### config.mk
export PLATFORM = sky130hd
export DESIGN_NAME = btn_repeat_in
export DESIGN_NICKNAME = d
export VERILOG_FILES = /design/src/rtl/btn_pkg.sv /design/src/rtl/btn_rep_ch.sv /design/src/rtl/btn_repeat_in.sv
export SDC_FILE = /design/constraint.sdc
export NUM_CORES = 1
export LEC_CHECK = 0
export CORE_MARGIN = 2
export CORE_UTILIZATION = 37
export CTS_CLUSTER_DIAMETER = 60
export DETAILED_ROUTE_END_ITERATION = 8
export PLACE_DENSITY_LB_ADDON = 0.05
export SLEW_MARGIN = 0
export SYNTH_ARGS = -nofsm -noshare
export SYNTH_HDL_FRONTEND = slang
export SYNTH_SLANG_ARGS = --single-unit
### constraint.sdc
create_clock -name CLK -period 2.1 [get_ports CLK]
set_clock_uncertainty 0.05 [all_clocks]
set_input_delay 0.21 -clock CLK [delete_from_list [all_inputs] [get_ports CLK]]
set_output_delay 0.21 -clock CLK [all_outputs]
set_load 0.02 [all_outputs]
### src/rtl/btn_pkg.sv
// Shared definitions for the button front end.
//   - per-channel FSM state encoding
//   - default timing constants for 40 Hz sampling from a 50 MHz clock
//   - small elaboration-time helper for sizing the hold counter
package btn_pkg;

    typedef enum logic [1:0] {
        IDLE   = 2'd0,
        DELAY  = 2'd1,
        REPEAT = 2'd2,
        HOLD   = 2'd3
    } btn_state_e;

    // 50 MHz / 1_250_000 = 40 Hz sample tick
    localparam int unsigned DIV_40HZ_AT_50MHZ = 32'd1250000;
    // 20 ticks at 40 Hz = 500 ms before the first repeat
    localparam int unsigned REP_DLY_500MS     = 32'd20;
    // 4 ticks at 40 Hz = 100 ms between repeats
    localparam int unsigned REP_INT_100MS     = 32'd4;

    function automatic int unsigned max_u(input int unsigned a, input int unsigned b);
        return (a > b) ? a : b;
    endfunction

endpackage

### src/rtl/btn_rep_ch.sv
// One button channel: tick-rate two-stage sampler, debounced level,
// press detection and auto-repeat FSM with its hold counter.
// Ports:
//   CLK, RST   - system clock, asynchronous active-high reset
//   tick_i     - one-clock sample strobe from the shared divider
//   p_i        - normalised raw pin, 1 = pressed
//   bout_o     - one-clock pulse on press or repeat
//   brep_o     - one-clock pulse on repeat only
//   blvl_o     - debounced pressed level
module btn_rep_ch
    import btn_pkg::*;
#(
    parameter int unsigned REP_DLY = REP_DLY_500MS,
    parameter int unsigned REP_INT = REP_INT_100MS,
    parameter bit          REP_EN  = 1'b1
) (
    input  logic CLK,
    input  logic RST,
    input  logic tick_i,
    input  logic p_i,
    output logic bout_o,
    output logic brep_o,
    output logic blvl_o
);

    localparam int unsigned HC_MAX = max_u(REP_DLY, REP_INT);
    localparam int unsigned HCW    = $clog2(HC_MAX + 32'd1);
    localparam logic [HCW-1:0] DLY_LAST = HCW'(REP_DLY - 32'd1);
    localparam logic [HCW-1:0] INT_LAST = HCW'(REP_INT - 32'd1);

    btn_state_e     state_q, state_d;
    logic [HCW-1:0] hc_q, hc_d;
    logic           s1_q, s1_d;
    logic           s2_q, s2_d;
    logic           bout_q, bout_d;
    logic           brep_q, brep_d;
    logic           blvl_q, blvl_d;

    // Next-state logic: sampler, debounced level, FSM and hold counter.
    // All FSM decisions use the sample taken on the previous tick (s1_q).
    always_comb begin
        s1_d    = s1_q;
        s2_d    = s2_q;
        blvl_d  = blvl_q;
        state_d = state_q;
        hc_d    = hc_q;
        bout_d  = 1'b0;
        brep_d  = 1'b0;

        if (tick_i) begin
            s1_d   = p_i;
            s2_d   = s1_q;
            // Level of the two samples as they will stand after this tick,
            // so it rises together with the press pulse.
            blvl_d = p_i & s1_q;
        end else begin
            blvl_d = blvl_q;
        end

        case (state_q)
            IDLE: begin
                if (tick_i && s1_q && !s2_q) begin
                    bout_d  = 1'b1;
                    hc_d    = '0;
                    state_d = REP_EN ? DELAY : HOLD;
                end else begin
                    state_d = IDLE;
                end
            end
            DELAY: begin
                if (tick_i) begin
                    if (!s1_q) begin
                        state_d = IDLE;
                        hc_d    = '0;
                    end else if (hc_q == DLY_LAST) begin
                        bout_d  = 1'b1;
                        brep_d  = 1'b1;
                        hc_d    = '0;
                        state_d = REPEAT;
                    end else begin
                        hc_d = hc_q + HCW'(1);
                    end
                end else begin
                    state_d = DELAY;
                end
            end
            REPEAT: begin
                if (tick_i) begin
                    if (!s1_q) begin
                        state_d = IDLE;
                        hc_d    = '0;
                    end else if (hc_q == INT_LAST) begin
                        bout_d = 1'b1;
                        brep_d = 1'b1;
                        hc_d   = '0;
                    end else begin
                        hc_d = hc_q + HCW'(1);
                    end
                end else begin
                    state_d = REPEAT;
                end
            end
            HOLD: begin
                if (tick_i && !s1_q) begin
                    state_d = IDLE;
                    hc_d    = '0;
                end else begin
                    state_d = HOLD;
                end
            end
            default: begin
                state_d = IDLE;
                hc_d    = '0;
            end
        endcase
    end

    // State and output registers; reset aborts any hold with no pulse.
    always_ff @(posedge CLK or posedge RST) begin
        if (RST) begin
            state_q <= IDLE;
            hc_q    <= '0;
            s1_q    <= 1'b0;
            s2_q    <= 1'b0;
            bout_q  <= 1'b0;
            brep_q  <= 1'b0;
            blvl_q  <= 1'b0;
        end else begin
            state_q <= state_d;
            hc_q    <= hc_d;
            s1_q    <= s1_d;
            s2_q    <= s2_d;
            bout_q  <= bout_d;
            brep_q  <= brep_d;
            blvl_q  <= blvl_d;
        end
    end

    assign bout_o = bout_q;
    assign brep_o = brep_q;
    assign blvl_o = blvl_q;

endmodule

### src/rtl/btn_repeat_in.sv
// N-channel debounced button front end with press and auto-repeat pulses.
// Ports:
//   CLK  - system clock, rising edge
//   RST  - asynchronous active-high reset
//   BIN  - raw button pins (polarity set by ACTIVE_LOW)
//   BOUT - one-clock pulse per channel on press or repeat
//   BREP - one-clock pulse per channel on repeat only
//   BLVL - debounced pressed level, 1 = pressed
module btn_repeat_in
    import btn_pkg::*;
#(
    parameter int unsigned   N          = 32'd3,
    parameter int unsigned   DIV        = DIV_40HZ_AT_50MHZ,
    parameter bit            ACTIVE_LOW = 1'b1,
    parameter logic [N-1:0]  REP_EN     = {N{1'b1}},
    parameter int unsigned   REP_DLY    = REP_DLY_500MS,
    parameter int unsigned   REP_INT    = REP_INT_100MS
) (
    input  logic         CLK,
    input  logic         RST,
    input  logic [N-1:0] BIN,
    output logic [N-1:0] BOUT,
    output logic [N-1:0] BREP,
    output logic [N-1:0] BLVL
);

    localparam int unsigned CW = $clog2(DIV);
    localparam logic [CW-1:0] CNT_LAST = CW'(DIV - 32'd1);

    logic [CW-1:0] cnt_q, cnt_d;
    logic          tick_s;
    logic [N-1:0]  p_s;

    assign tick_s = (cnt_q == CNT_LAST);
    assign p_s    = ACTIVE_LOW ? ~BIN : BIN;

    // Divider next value: wrap to zero after the tick cycle.
    always_comb begin
        cnt_d = cnt_q;
        if (tick_s) begin
            cnt_d = '0;
        end else begin
            cnt_d = cnt_q + CW'(1);
        end
    end

    // Shared sample-tick divider register.
    always_ff @(posedge CLK or posedge RST) begin
        if (RST) begin
            cnt_q <= '0;
        end else begin
            cnt_q <= cnt_d;
        end
    end

    for (genvar g = 0; g < N; g++) begin : g_ch
        btn_rep_ch #(
            .REP_DLY (REP_DLY),
            .REP_INT (REP_INT),
            .REP_EN  (REP_EN[g])
        ) u_ch (
            .CLK    (CLK),
            .RST    (RST),
            .tick_i (tick_s),
            .p_i    (p_s[g]),
            .bout_o (BOUT[g]),
            .brep_o (BREP[g]),
            .blvl_o (BLVL[g])
        );
    end

endmodule

# Word level (Yosys, flattened, before mapping)
# Cells that the tools add are included.
[word_totals]
regBits = 57
inputBits = 5
wordCells = 167
[classes]
addsub = 4
n_eq_ne = 34
mux = 79
bitwise = 4
n_reduce_logical = 24
[ops]
columns = ["cell", "count"]
rows = [
  ["5-bit two-way mux", 24],
  ["5-bit one-hot mux with 4 select lines", 3],
  ["2-bit two-way mux", 18],
  ["1-bit two-way mux", 24],
  ["2-bit one-hot mux with 4 select lines", 3],
  ["21-bit by 1-bit adder with 21-bit output, second input constant", 1],
  ["21-bit equality test, second input constant", 1],
  ["21-bit two-way mux", 1],
  ["2-bit by 1-bit inequality test with 1-bit output, second input constant", 8],
  ["5-bit by 1-bit adder with 5-bit output, second input constant", 3],
  ["5-bit by 2-bit equality test with 1-bit output, second input constant", 3],
  ["5-bit equality test, second input constant", 3],
  ["2-bit equality test, second input constant", 6],
  ["4-bit inequality test, second input constant", 3],
  ["4-bit AND reduction", 3],
  ["1-bit logical AND", 9],
  ["3-bit inequality test, second input constant", 3],
  ["1-bit one-hot mux with 3 select lines", 3],
  ["2-bit inequality test, second input constant", 4],
  ["2-bit by 1-bit equality test with 1-bit output, second input constant", 3],
  ["1-bit logical NOT", 6],
  ["2-bit logical NOT", 3],
  ["1-bit one-hot mux with 2 select lines", 3],
  ["2-bit AND reduction", 3],
  ["other kinds (2)", 4],
]

# Longest topological paths before layout
[logic_depth]
word_depth = 5
mapped_depth = 9
ltp_nobuf = 8

# Cells and area by module
# Synthesis repeated with hierarchy kept, for this count alone.
[unflattened]
hier_cells = 320
hier_area_um2 = 3335.7
[modules_own_cells]
columns = ["module", "n_inst", "cells_each", "area_per_inst_um2", "seq_area_each_um2"]
rows = [
  ["btn_rep_ch (g_ch[0].u_ch ...)", 2, 73, 759.5, 300.3],
  ["btn_repeat_in", 1, 99, 1068.5, 525.5],
  ["btn_rep_ch (g_ch[1].u_ch)", 1, 75, 748.2, 300.3],
]

# Worst setup path after synthesis
# Ideal clock, no wire load.
[synth_timing]
path_kind = "flip-flop to flip-flop"
startpoint = "register cnt_q[0]"
endpoint = "register g_ch[1].u_ch.hc_q[3]"
arrival_time_ns = 2.063
required_ns = 1.929
setup_slack_ns = -0.134
path_stages_with_launch = 9
n_path_buf = 1
period_less_slack_ns = 2.234
path_cell_list = "dfrtp_1 ha_1 and3_1 and3_1 clkbuf_2 and4_2 a21oi_1 o21ai_0 a22o_1"
[synth_via]
elab_chain_len = 5
elab_cells_between_ends = 9
classes_between = "5 x eq/ne; 4 x reduce/logical"
[synth_rtl]
columns = ["item", "line_no", "source"]
rows = [
  ["start, declared", "btn_repeat_in.sv:30", "logic [CW-1:0] cnt_q, cnt_d;"],
  ["start signal, assigned", "btn_repeat_in.sv:52", "cnt_q <= cnt_d;"],
  ["21-bit equality test *", "btn_repeat_in.sv:34", "assign tick_s = (cnt_q == CNT_LAST);"],
  ["1-bit logical AND (2 in a row)", "btn_rep_ch.sv:62", "if (tick_i && s1_q && !s2_q) begin"],
  ["2-bit by 1-bit inequality test with 1-bit output (no line)", "-", ""],
  ["4-bit AND reduction (no line) *", "-", ""],
  ["end signal, assigned", "btn_rep_ch.sv:122", "hc_q <= '0;"],
  ["end signal, assigned", "btn_rep_ch.sv:130", "hc_q <= hc_d;"],
  ["end, declared", "btn_rep_ch.sv:32", "logic [HCW-1:0] hc_q, hc_d;"],
]
# Mark *: on every way between the ends. The rest lies on a longest branch, timed or not.
# A chain may end at the register's enable or synchronous reset.

# Worst setup path in the final report
[layout_timing]
startpoint = "register cnt_q[4]"
endpoint = "register g_ch[2].u_ch.state_q[1]"
[layout_via]
elab_chain_len = 4
elab_cells_between_ends = 9
classes_between = "3 x eq/ne; 4 x mux; 2 x reduce/logical"
[layout_rtl]
columns = ["item", "line_no", "source"]
rows = [
  ["21-bit equality test *", "btn_repeat_in.sv:34", ""],
  ["1-bit logical AND", "btn_rep_ch.sv:104", "if (tick_i && !s1_q) begin"],
  ["2-bit two-way mux", "btn_rep_ch.sv:104", ""],
  ["2-bit one-hot mux with 4 select lines", "btn_rep_ch.sv:60", "case (state_q)"],
  ["end signal, assigned", "btn_rep_ch.sv:129", "state_q <= state_d;"],
  ["end, declared", "btn_rep_ch.sv:31", "btn_state_e state_q, state_d;"],
]
# Marked as above.

==> results by group <==
Placed design
  – Placed insts: 491
  – Dpl ws: -40.45 ps
  – Detailed Place HPWL: 5.068 mm
  – IO buf count: 13
  – RD Place Congestion: 0.7604

Critical path
  – CP startpoint kind: register
  – Critical Path Fanout Max: 5
  – Reg2reg setup slack: 50 ps
  – WP data required: 2270 ps
  – Arrival time at the worst endpoint: 2220 ps
  – Kind of critical path: reg -> reg
  – Critical path endpoint category: register

Logic synthesis
  – Syn Nets: 370
  – Synth Flop Type: dfrtp_1
  – Yosys warns: 0
  – Synthesized instance count: 344
  – Commonest cells post-synth: dfrtp_1 (57), nand2_1 (38), nor2_1 (32)
  – Asr flop ratio synth: 1.000
  – Top-count cell post-synth: dfrtp_1
  – Top post-synthesis cells by area: dfrtp_1 (43%), ha_1 (8.0%), nand2_1 (4.3%)
  – Number of distinct library cells after synthesis: 58
  – FF+latch count, synth: 57
  – Average cell area after synthesis: 9.559 um2
  – Synth area leader: dfrtp_1
  – Mapped Area: 3288 um2
  – Post-synthesis sequential area ratio: 0.4338
  – Number of flops mapped to enable cells by yosys: 0
  – Area fraction of the dominant cell type after synthesis: 0.4338

Finish
  – Share of cells above drive strength 1: 0.2344
  – Nets: 422
  – Area grow syn2layout: 25.68%
  – Non-Filler Instances: 509
  – Antenna cell count: 0
  – Util after Layout: 0.4762

Global routing
  – Total GRT Usage: 0.1584
  – Met3 usage: 0.03722
  – Grt ovf: 0
  – Largest net degree at the start of global routing: 58
  – First-pass GRT wire length: 12.34 mm
  – Vias in the first global route: 2587
  – Initial antenna violation count: 0
  – Met1 usage: 0.2077
  – Grt met2 use: 0.2603
  – GRT Max-Usage Layer: met2

Floorplan
  – CORE AREA: 8678 um2
  – Horiz. Die Dim: 98.27 um
  – Die Area: 9657 um2
  – Ports: 14
  – Initial Utilization: 0.3789
  – FP Rows: 34
  – Die height: 98.27 um

Timing
  – Worst hold slack: 184.9 ps
  – Hold violation total from the final report: 0
  – Max-slew violations: 0
  – Slew margin rel.: 0.6336
  – Worst setup margin: 48.87 ps
  – Final setup fails: 0
  – RSZ-0062 raised after global routing: true
  – Worst-margin pin slew: 542.5 ps
  – Final worst path period share: 0.9767
  – Tmin final: 2051 ps
  – Maximum clock frequency: 0.4875 GHz

Drt
  – Via/cell ratio: 5.055
  – Final wirelength: 7.087 mm
  – Drt initial violations: 102
  – # DRC: 0
  – First-pass DRT Iterations: 4
  – Antenna Nets Post-Route: 0
  – Via Count: 2573
  – Routed wire length per instance: 13.92 um

CTS
  – H-Tree Depth: 3
  – Num CTS Buffers: 9
  – Worst-Skew Late Latency: 340 ps
  – Clk slew on worst S/H paths: 70 ps
  – Clk root buf: clkbuf_8
  – Clock Path Buffers: 2
  – CTS Sinks: 57
  – Hold_buf cts: 0
  – CTS tree: yes

Power and ir drop
  – VDD IR max: 369.3 uV
  – Cell Pwr Density: 580.0 nW/um2
  – Static leakage: 1.884 nW

Flow run
  – Max-cap violations: 0

Run status
  – Outcome: completed

Hold path
  – Hold Crit Class: in -> async
==> per-stage QoR <==
step	area, um2	setup TNS [ps]	power [W]
floorplan	3303	0	0.001135
global placement	3794	0	0.001156
detailed placement	3794	-107.0	0.001156
CTS	4054	-29.77	0.002440
global route	4133	-75.40	0.002486
finish	4133	0	0.002397
==> power by group <==
group | leakage, nW | switching [W] | internal (W)
registers | 0.749 | 0 | 0.00110
logic | 1.01 | 0.0000243 | 0.0000112
clock network | 0.126 | 0.000449 | 0.000814
total | 1.88 | 0.000474 | 0.00192
==> registers in the layout (all words and copies together), names as in the netlist <==
name	flops
g_ch.u_ch.brep_o	3
g_ch.u_ch.state_q	6
g_ch.u_ch.blvl_o	3
g_ch.u_ch.bout_o	3
cnt_q	21
g_ch.u_ch.s2_q	3
g_ch.u_ch.s1_q	3
g_ch.u_ch.hc_q	15
==> worst max-delay path: stages (launching register included) <==
cell and delay (ps):
dfrtp_2 420, nor4_4 290, and4bb_4 310, and2_4 180, mux2_4 290, o211a_1 200, a31o_2 200
==> routing by layer <==
metal,up-vias,routed length [um]
met4,0,92
li1,1319,-
met5,-,0
met2,24,3371
met1,1220,3445
met3,10,177
==> placed cells by master, fill, tap and decap left out, types with 10 or more instances in the layout <==
cell             netlist  routed
dfrtp_1               57      55
buf_4                  9      41
nand2_1               38      38
nor2_1                32      32
o21ai_0               26      20
nand3_1               18      18
ha_1                  21      18
inv_1                 14      13
clkdlybuf4s50_1        0      13
xor2_1                10      10
clkbuf_8               0      10
==> area by class of cell <==
| cell class | instances | area [um2] |
|---|---|---|
| fillers | 832 | 4546 |
| clock buffers | 10 | 137.6 |
| well taps | 108 | 135.1 |
| multi-input cells | 258 | 1804 |
| clock inverters | 6 | 105.1 |
| repair buffers | 56 | 469.2 |
| flip-flops and latches | 57 | 1429 |
| inverters | 14 | 52.55 |
==> final timing paths <==
path	startpoint	to	depth (start not counted)
max	cnt_q[4]$_DFF_PP0_	g_ch[2].u_ch.state_q[1]$_DFFE_PP0P_	6
min	RST	cnt_q[6]$_DFF_PP0_	3
max reg2reg	cnt_q[4]$_DFF_PP0_	g_ch[2].u_ch.state_q[1]$_DFFE_PP0P_	6
min reg2reg	g_ch[0].u_ch.blvl_o$_DFFE_PP0N_	g_ch[0].u_ch.blvl_o$_DFFE_PP0N_	2
max in group asynchronous	RST	g_ch[2].u_ch.state_q[1]$_DFFE_PP0P_	3
min in group CLK	g_ch[0].u_ch.blvl_o$_DFFE_PP0N_	g_ch[0].u_ch.blvl_o$_DFFE_PP0N_	2
==> cells by family (layout without fill, tap and decap cells) <==
logic type | after synthesis | in the layout | synth area share
compound gates | 73 | 73 | 0.1499
buf+inv | 29 | 86 | 0.04413
simple gates | 140 | 140 | 0.2237
mux | 7 | 7 | 0.02321
xor+xnor | 17 | 17 | 0.04528
flops | 57 | 57 | 0.4338
fa+ha+maj | 21 | 21 | 0.07991
==> timing repair <==
action,4_1_cts,5_1_grt
endpoints found under the setup margin,8,13
pin swaps,0,11
resized for setup,3,22
setup buffers,0,2
Power figures use the tool's default switching activity.
==> RTL edit: new RTL, same settings <==
Take the reset off `hc_q` and load it in a clocked block of its own.
--- a/src/rtl/btn_rep_ch.sv
+++ b/src/rtl/btn_rep_ch.sv
@@ -120,5 +120,4 @@
         if (RST) begin
             state_q <= IDLE;
-            hc_q    <= '0;
             s1_q    <= 1'b0;
             s2_q    <= 1'b0;
@@ -128,5 +127,4 @@
         end else begin
             state_q <= state_d;
-            hc_q    <= hc_d;
             s1_q    <= s1_d;
             s2_q    <= s2_d;
@@ -137,4 +135,8 @@
     end
 
+    always_ff @(posedge CLK) begin
+        hc_q <= hc_d;
+    end
+
     assign bout_o = bout_q;
     assign brep_o = brep_q;
Function: no difference found for any inputs over 10 cycles, from zero or initial values and one cycle with RST high; that may be too few to reach the edited logic, so the function may still have changed.
==> RTL edit against the original RTL <==
  * Global-route usage decreased by 0.060 points
  * Hold slack improved by 0.091 ns
  * Sequential cell count is the same
  * Critical path depth unchanged
  * Wire length shrank 2.9%
  * Via count decreased by 5.5%
  * Combinational power down 24%
  * Critical endpoint is now g_ch[0].u_ch.hc_q[0]
  * Worst setup slack got worse by 0.25 ns
  * Non-clock buffer count stayed put
  * Cell area shrank 1.4%
  * Die area decreased by 1.2%
  * Area after synthesis shrank 1.2%
  * Cell count is 4.9% lower
  * The flow now finishes with violations (setup timing)
  * Critical path type unchanged
  * Total power is 13% lower
==> RTL edit: results (changes against the original RTL) <==
Finish
  • Largest regs: cnt_q: 21 flops, g_ch.u_ch.hc_q: 15 flops, g_ch.u_ch.state_q: 6 flops (unchanged)
  • Fin nets: 397 (was 422)
  • Ant diodes: 0 (unchanged)
  • Layout cell share with drive strength beyond 1: 23.4% (about the same)

STA
  • Final worst slack: -0.200 ns (was 0.0489 ns)
  • Worst slew pin tran: 0.554 ns (was 0.542 ns)
  • Setup TNS: -5.43 ns (was 0 ns)
  • Final setup violating endpoints: 38 (was 0)

Worst setup path
  • CP max stage cell: or4_1 (was dfrtp_2)
  • Top delay family on crit path: simple AND/OR/NAND/NOR gates (unchanged)
  • Max stage delay on crit path: 0.52 ns (was 0.42 ns)
  • Worst-path maximum fanout: 5 (unchanged)
  • Arrival time worst endpoint: 2.26 ns (was 2.22 ns)

Pwr
  • Maximum VDD drop: 0.353 mV (was 0.369 mV)
  • Leakage: 1.77 nW (was 1.88 nW)

Placed design
  • Placed cell count: 462 (was 491)
  • Post-DP HPWL: 5020 um (was 5070 um)
  • DP Area: 0.00374 sq mm (was 0.00379 sq mm)
  • Port Buffer Count: 13 (unchanged)
  • Worst slack, placed: -0.332 ns (was -0.0405 ns)
  • GPL Wtd Cong: 0.758 (was 0.760)

Status
  • Outcome: finished, violations left (was finished, final reports clean)
  • Failing checks: setup timing

Synthesis
  • Avg Cell Area, Syn: 10.2 sq um (was 9.56 sq um)
  • Synth Area in Adders: 8.09% (was 7.99%)
  • Ranking of synthesized cells by area: dfrtp_1 (32%), edfxtp_1 (14%), ha_1 (8.1%) (was dfrtp_1 (43%), ha_1 (8.0%), nand2_1 (4.3%))
  • Xor/xnor share of the synthesized area: 6.74% (was 4.53%)
  • Syn_nets: 346 (was 370)
  • EDFF count, synth: 15 (was 0)
  • Distinct cells, synth: 52 (was 58)
  • Post-synthesis compound-gate area fraction: 9.05% (was 15.0%)
  • Ys Warns: 0 (unchanged)
  • Synth top cells by count: dfrtp_1 (42), nor2_1 (42), nand2_1 (32) (was dfrtp_1 (57), nand2_1 (38), nor2_1 (32))
  • Mux cell area share after synthesis: 2.54% (was 2.32%)
  • Post-synth ARST share: 73.7% (was 100%)
  • Seq/Total Area, Yosys: 46.2% (was 43.4%)

Detailed routing
  • Drt wl/cell: 14.2 um (was 13.9 um)
  • Vias per cell: 5.02 (was 5.06)
  • TritonRoute pass-1 iters: 6 (was 4)
  • Final wirelength: 6880 um (was 7090 um)
  • DRT iter0 DRCs: 73 (was 102)

Clocking
  • Clk_lat worst skew: 0.34 ns (about the same)
  • Worst-path clk slew: 0.07 ns (about the same)
  • CTS HTree Levels: 3 (unchanged)
  • TritonCTS Buffers: 9 (unchanged)
  • CTS Root Cell: clkbuf_8 (unchanged)
  • Max Root-Sink Buffers: 2 (unchanged)

Global routing
  • Largest net degree at the start of global routing: 43 (was 58)
  • Vias in the first global route: 2,497 (was 2,587)
  • Initial antenna violation count: 0 (unchanged)
  • Global-route wire length before repair: 12,100 um (was 12,300 um)
  • Gr usage total: 15.8% (about the same)
  • Grt ovf: 0 (unchanged)

Min path
  • Type of the worst min-delay path: in -> async (unchanged)
RTL edit: power breakdown:
| group | internal, mW | total (mW) | switching (mW) |
|---|---|---|---|
| Clock | 0.487 | 0.917 | 0.430 |
| Combinational | 0.00825 | 0.0269 | 0.0187 |
| Sequential | 1.13 | 1.13 | 0 |
RTL edit: timing repair:
item	CTS	global route
setup buffers	1	5
pin swaps	5	1
setup endpoints to repair	39	40
resized for setup	13	14
cloned	1	0
RTL edit: metal layers:
layer	global-route usage [%]	share of wire [%]	vias up
li1	-	-	1222
met4	5.13	1.5	0
met5	0	0	-
met2	26.0	50	22
met1	20.1	46	1179
met3	4.32	2.9	9
RTL edit: final timing paths:
check                      depth (start not counted)  slack [ns]           startpoint                   end
hold reg to reg                                    2        0.43  g_ch[2].u_ch.blvl_o   g_ch[2].u_ch.blvl_o
min in group CLK                                   2        0.43  g_ch[2].u_ch.blvl_o   g_ch[2].u_ch.blvl_o
setup reg to reg                                   6       -0.20            cnt_q[10]  g_ch[0].u_ch.hc_q[0]
setup / recovery                                   6       -0.20            cnt_q[10]  g_ch[0].u_ch.hc_q[0]
hold / removal                                     3        0.28                  RST   g_ch[2].u_ch.blvl_o
max in group asynchronous                          3        1.35                  RST     g_ch[1].u_ch.s1_q
RTL edit: tightest hold or removal path, cell delays in order:
cell and delay, ns:
clkdlybuf4s50_1 0.41, inv_2 0.05, buf_4 0.45
RTL edit: final cells by class:
type | instances | area, sq um
inverters | 16 | 60.1
repair buffers | 56 | 497
flip-flops and latches | 57 | 1500
clock buffers | 13 | 159
clock inverters | 3 | 15.0
fillers | 838 | 4560
multi-input cells | 231 | 1710
well taps | 108 | 135
